**src/rtl/data_mem_arbiter.sv**
```systemverilog
// Shares the single-port data RAM between the MIPS MEM stage and the debug memory-dump engine.
// The pipeline always owns the RAM port when it asks; the dump engine reads only in free cycles.
module data_mem_arbiter #(
  parameter int unsigned RAM_WIDTH = 16,
  parameter int unsigned RAM_DEPTH = 1024,
  // Same width the RAM derives from clogb2(RAM_DEPTH-1).
  localparam int unsigned ADDR_W = $clog2(RAM_DEPTH)
) (
  input  logic                 clk,
  input  logic                 reset,
  input  logic                 pipe_re,
  input  logic                 pipe_we,
  input  logic [ADDR_W-1:0]    pipe_addr,
  input  logic [RAM_WIDTH-1:0] pipe_wdata,
  output logic [RAM_WIDTH-1:0] pipe_rdata,
  input  logic                 dump_start,
  input  logic                 dump_abort,
  output logic                 dump_valid,
  input  logic                 dump_ready,
  output logic [RAM_WIDTH-1:0] dump_data,
  output logic [ADDR_W-1:0]    dump_addr,
  output logic                 dump_busy,
  output logic                 dump_done,
  output logic [15:0]          stall_cnt,
  output logic [ADDR_W-1:0]    ram_addr,
  output logic [RAM_WIDTH-1:0] ram_din,
  output logic                 ram_we,
  input  logic [RAM_WIDTH-1:0] ram_dout
);

  localparam int unsigned     STALL_W   = 16;
  localparam logic [ADDR_W-1:0] LAST_ADDR = ADDR_W'(RAM_DEPTH - 1);

  typedef enum logic [1:0] {
    IDLE     = 2'd0,
    READ     = 2'd1,
    WAIT_ACK = 2'd2,
    DONE     = 2'd3
  } state_e;

  state_e               state_q, state_d;
  logic                 dump_valid_q, dump_valid_d;
  logic [RAM_WIDTH-1:0] dump_data_q, dump_data_d;
  logic [ADDR_W-1:0]    dump_addr_q, dump_addr_d;
  logic                 dump_busy_q, dump_busy_d;
  logic                 dump_done_q, dump_done_d;
  logic [STALL_W-1:0]   stall_cnt_q, stall_cnt_d;
  logic                 pipe_req;

  assign pipe_req   = pipe_re | pipe_we;
  assign pipe_rdata = ram_dout;

  // RAM port mux: the pipeline wins; otherwise the dump address is read.
  always_comb begin
    ram_addr = dump_addr_q;
    ram_din  = pipe_wdata;
    ram_we   = 1'b0;
    if (pipe_req) begin
      ram_addr = pipe_addr;
      ram_we   = pipe_we;
    end
  end

  always_comb begin
    state_d      = state_q;
    dump_valid_d = dump_valid_q;
    dump_data_d  = dump_data_q;
    dump_addr_d  = dump_addr_q;
    stall_cnt_d  = stall_cnt_q;

    case (state_q)
      IDLE: begin
        if (dump_start) begin
          state_d     = READ;
          dump_addr_d = '0;
          stall_cnt_d = '0;
        end
      end
      READ: begin
        if (pipe_req) begin
          if (stall_cnt_q != '1) stall_cnt_d = stall_cnt_q + STALL_W'(1);
        end else begin
          dump_data_d  = ram_dout;
          dump_valid_d = 1'b1;
          state_d      = WAIT_ACK;
        end
      end
      WAIT_ACK: begin
        if (dump_valid_q && dump_ready) begin
          dump_valid_d = 1'b0;
          if (dump_addr_q == LAST_ADDR) begin
            state_d = DONE;
          end else begin
            dump_addr_d = dump_addr_q + ADDR_W'(1);
            state_d     = READ;
          end
        end
      end
      DONE:    state_d = IDLE;
      default: state_d = IDLE;
    endcase

    // Abort overrides whatever the state wanted this cycle.
    if (dump_abort && (state_q != IDLE)) begin
      state_d      = IDLE;
      dump_valid_d = 1'b0;
      dump_data_d  = dump_data_q;
      dump_addr_d  = dump_addr_q;
      stall_cnt_d  = stall_cnt_q;
    end

    dump_busy_d = (state_d != IDLE);
    dump_done_d = (state_d == DONE);
  end

  always_ff @(posedge clk) begin
    if (!reset) begin
      state_q      <= IDLE;
      dump_valid_q <= 1'b0;
      dump_data_q  <= '0;
      dump_addr_q  <= '0;
      dump_busy_q  <= 1'b0;
      dump_done_q  <= 1'b0;
      stall_cnt_q  <= '0;
    end else begin
      state_q      <= state_d;
      dump_valid_q <= dump_valid_d;
      dump_data_q  <= dump_data_d;
      dump_addr_q  <= dump_addr_d;
      dump_busy_q  <= dump_busy_d;
      dump_done_q  <= dump_done_d;
      stall_cnt_q  <= stall_cnt_d;
    end
  end

  assign dump_valid = dump_valid_q;
  assign dump_data  = dump_data_q;
  assign dump_addr  = dump_addr_q;
  assign dump_busy  = dump_busy_q;
  assign dump_done  = dump_done_q;
  assign stall_cnt  = stall_cnt_q;

endmodule
```
**config.mk**
```make
export PLATFORM = sky130hd
export DESIGN_NAME = data_mem_arbiter
export DESIGN_NICKNAME = d
export VERILOG_FILES = /design/src/rtl/data_mem_arbiter.sv
export SDC_FILE = /design/constraint.sdc
export NUM_CORES = 1
export LEC_CHECK = 0
export CAP_MARGIN = 0
export CORE_MARGIN = 8
export CORE_UTILIZATION = 65
export DETAILED_ROUTE_END_ITERATION = 8
export DONT_BUFFER_PORTS = 1
export GPL_TIMING_DRIVEN = 0
export PLACE_DENSITY = 0.81
export RECOVER_POWER = 100
export SLEW_MARGIN = 30
export SYNTH_ARGS = -nofsm -noshare
export SYNTH_HDL_FRONTEND = slang
export SYNTH_SLANG_ARGS = --single-unit
export TNS_END_PERCENT = 100
```
**constraint.sdc**
```tcl
create_clock -name clk -period 3.3 [get_ports clk]
set_input_delay 0.66 -clock clk [delete_from_list [all_inputs] [get_ports clk]]
set_output_delay 0.66 -clock clk [all_outputs]
set_load 0.03 [all_outputs]
```
==> results.txt <==
The design draws 1.194 mW. The vertical die dimension is 80.48 um. VDD sags by at most 0.0002748 V. Counting flops and latches in the post-synthesis netlist gives 47.

The width of the chip is between 80 and 90 um. The routed wirelength normalized by instance count is around 17 um. The number of nets in the layout came out at between 300 and 400.

The pre-antenna-repair detailed-routing pass consisted of 4 iterations. The clock transition at the register clock pins on the worst setup and hold paths after CTS is roughly 90 ps. The total clock sinks came out at 47. The number of buffers and inverters on the critical path is 1. The number of levels the H-tree was split into is 2. The final-report max-slew violation count came out at 0. When the netlist entered floorplanning its net count stood at 377. The number of antenna violations at the first check in global routing is 0. For this run, design rule violations remaining after detail routing come to 0.

The hold violation count in the final report is 0. Dividing the final minimum period by the clock period gives 81.56%. The routability congestion estimate came out at 0.8733. The placed wire-length estimate after detailed placement came out at 5046 um. The longest clock path from root to sink contains 2 buffers. After synthesis, the largest family of logic cells by area is simple AND/OR/NAND/NOR gates. Buffers placed on the I/O ports in this run total 0. The routed via count divided by cell count came out at 6.031. The cell with the most instances after synthesis is sky130_fd_sc_hd__nand2_1.

Pin placement for this block handled 137 I/O pins. The share of cell area taken by muxes after synthesis is about 5.3%. The first global-routing pass estimated 10210 um of wire. The data arrival time at the worst-slack endpoint came out at 2890 ps. The cell total after placement came out at between 300 and 400. The count of cells resized by post-cts repair came out at 0. The total global-route track usage came out at a little under a fifth. The largest individual stage delay along the critical path comes from the cell sky130_fd_sc_hd__dfxtp_1. For the final routed database, the setup TNS stands at 0 ps. Among all flip-flop cells after synthesis, the most frequent one is sky130_fd_sc_hd__dfxtp_1. The total congestion overflow came out at 0. The die covers ~6500 sq um.

Clock tree synthesis selected as its root buffer the cell sky130_fd_sc_hd__clkbuf_8. The gate count of the mapped netlist is 323. The largest incremental delay on the critical path is around 620 ps.

The final period demand of the worst path came out at ~2700 ps. Of the cells placed in the final design, the portion with a size suffix greater than 1 is about 7%. The path class of the tightest hold or removal check is input port to register. The total number of vias is 2298. The headroom to the max-slew limit is 48.67%. The simple logic cell fraction of the synthesized area is 23.10%.

The synthesized cell area came out at 2703 sq um. The largest total area in the synthesized netlist belongs to sky130_fd_sc_hd__dfxtp_1. The TritonCTS clock tree is done. Grouping stages by cell kind, the critical path spends the most delay in simple AND/OR/NAND/NOR gates. The signal on the critical path passes through ha_1 -> nand3_1 -> or3_1 -> o21ai_1 -> clkbuf_1 -> nor2_1 -> o221a_1. The number of flops mapped to enable cells by yosys is 0. The critical path is of the register to register type.

The CTS buffer count came out at 5. The synthesized-area fraction occupied by ao, oa, aoi and oai cells came out at 20.83%. The number of rows in the core area came out at 23. The fraction of synthesis flops using an asynchronous set or reset pin is 0%. The remaining antenna violation count is 0. After Yosys synthesis, XOR and XNOR cells account for ~1.6% of the synthesized area. Data on the critical path is required at its endpoint by approximately 3500 ps. The final layout contains routed wiring with a total length of ~6500 um. The initial core utilization came out at 67.56%. The clock reaches the later pin of the worst-skew pair after 300 ps. The maximum clock rate is 0.3716 GHz.

The region available for standard cell placement spans about 4000 sq um. The power per cell area came out at approximately 440 nW/um^2. The area growth from synthesis to final layout is 0.6019%. The number of synthesis warnings is 0. After synthesis, the cell types taking the most area are sky130_fd_sc_hd__dfxtp_1 (35%), sky130_fd_sc_hd__buf_4 (9.2%), sky130_fd_sc_hd__nand2_1 (8.1%). The quantity of hold-fixing buffers added after cts came out at 0. Setup repair after global routing left no endpoint under its margin.

The via count of the first global-routing pass is 2214. After synthesis, the mean cell area works out to around 8.4 sq um. The post-CTS setup buffer count came out at 0. The worst-margin pin slew came out at 767.6 ps.

The leakage power is roughly 0.9 nW. The setup-violating endpoint count in the final report is 0. The setup skew after layout is 6.906 ps. The kind of end point of the critical path is a register.

Summing the sequential cell areas from Yosys gives a little over a third of the chip area. The flow ran to the end, and the final reports show no timing, DRC or antenna violations. In this run the biggest area consumer among cell types represents 34.81% of the synthesized area.

The count of fill cells added during filler insertion came out at between 400 and 500. Hold is met by 487.4 ps. The share of synthesized cell area in full adder, half adder and majority cells came out at 2.315%. The DRC marker count from the first detailed-route iteration came out at 119. The maximum number of pins on one net before global-route repair is 17. The worst-path maximum fanout came out at 10. Max-cap violations in this run came to 0.

The count of unique library cells instantiated by Yosys came out at 57. The number of antenna diodes came out at 0. The non-filler instance count after layout came out at 381.

Sorting the synthesized cells by how often they occur yields sky130_fd_sc_hd__nand2_1 (58), sky130_fd_sc_hd__dfxtp_1 (47), sky130_fd_sc_hd__buf_4 (33), sky130_fd_sc_hd__nor2_1 (23), sky130_fd_sc_hd__a21boi_0 (16). The worst setup path is launched from a register.
[state kept, by name, indices dropped and copies added (netlist names)]
register    count
dump_addr      10
dump_busy       1
dump_data      16
dump_done       1
dump_valid      1
stall_cnt      16
state_q         2
[metal layers]
metal / track usage (%) / wire length [um]
met5: 0 / 0
met3: 8.259 / 911
met4: 5.273 / 46
met2: 30.87 / 2893
met1: 22.22 / 2641
[cell type report]
type | count | area (sq um) | area share (%)
well taps | 50 | 62.56 | 2.301
inverters | 6 | 22.52 | 0.8283
clock buffers | 5 | 68.82 | 2.531
plain buffers | 45 | 180.2 | 6.627
flip-flops and latches | 47 | 940.9 | 34.61
clock inverters | 3 | 23.77 | 0.8744
multi-input cells | 225 | 1420 | 52.23
[where the power goes]
group          switching, mW  internal, mW  total [mW]
clock                  0.208         0.152       0.359
combinational          0.157        0.0586       0.216
sequential            0.0379         0.581       0.619
total                  0.403         0.791        1.19
[worst paths after layout]
| kind | start | endpoint | slack [ps] | cells after the start |
|---|---|---|---|---|
| setup / recovery | stall_cnt[1]$_SDFFE_PN0P_ | stall_cnt[8]$_SDFFE_PN0P_ | 610 | 7 |
| setup reg to reg | stall_cnt[1]$_SDFFE_PN0P_ | stall_cnt[8]$_SDFFE_PN0P_ | 610 | 7 |
| hold reg to reg | state_q[0]$_SDFF_PN0_ | state_q[0]$_SDFF_PN0_ | 580 | 2 |
| hold / removal | ram_dout[13] | dump_data[13]$_SDFFE_PN0P_ | 490 | 2 |
[placed cells by master (no fill, tap or decap), drive strengths merged, types with 3 or more instances in the layout]
cell type	synthesis	routed
a21oi	6	6
a31oi	3	3
dfxtp	47	47
nand3	15	15
a21boi	18	18
mux2i	3	3
ha	5	5
and2	4	4
o21ai	15	15
mux2	10	10
nand2b	4	4
o2111ai	3	3
or3	3	3
clkbuf	8	48
o221a	8	8
and3	6	6
nand4	3	3
o211ai	5	5
xor2	4	4
inv	6	7
nor2	23	23
nand2	58	58
nor3	3	3
[cells by family (layout without fill, tap and decap cells)]
kind of cell    Yosys count  in the layout
simple gates            131            131
compound gates           71             71
buf+inv                  51             59
flops                    47             47
mux                      13             13
fa+ha+maj                 5              5
xor+xnor                  5              5
[worst register-to-register path, delay by kind of cell, from the launching register on]
kind / cells / cell delay, ps
buf+inv: 1 / 390
compound gates: 2 / 440
fa+ha+maj: 1 / 280
simple gates: 3 / 860
flops: 1 / 620
[stage by stage]
step / utilization, % / cell area [sq um] / worst slack, ps
2_1_floorplan: - / 2703 / 1065
3_3_place_gp: 69.13 / 2765 / 949.9
3_5_place_dp: 69.13 / 2765 / 947.7
4_1_cts: 71.44 / 2858 / 901.2
5_1_grt: 67.97 / 2719 / 400.1
6_report: 67.97 / 2719 / 608.6
(Power assumes the default switching activity.)
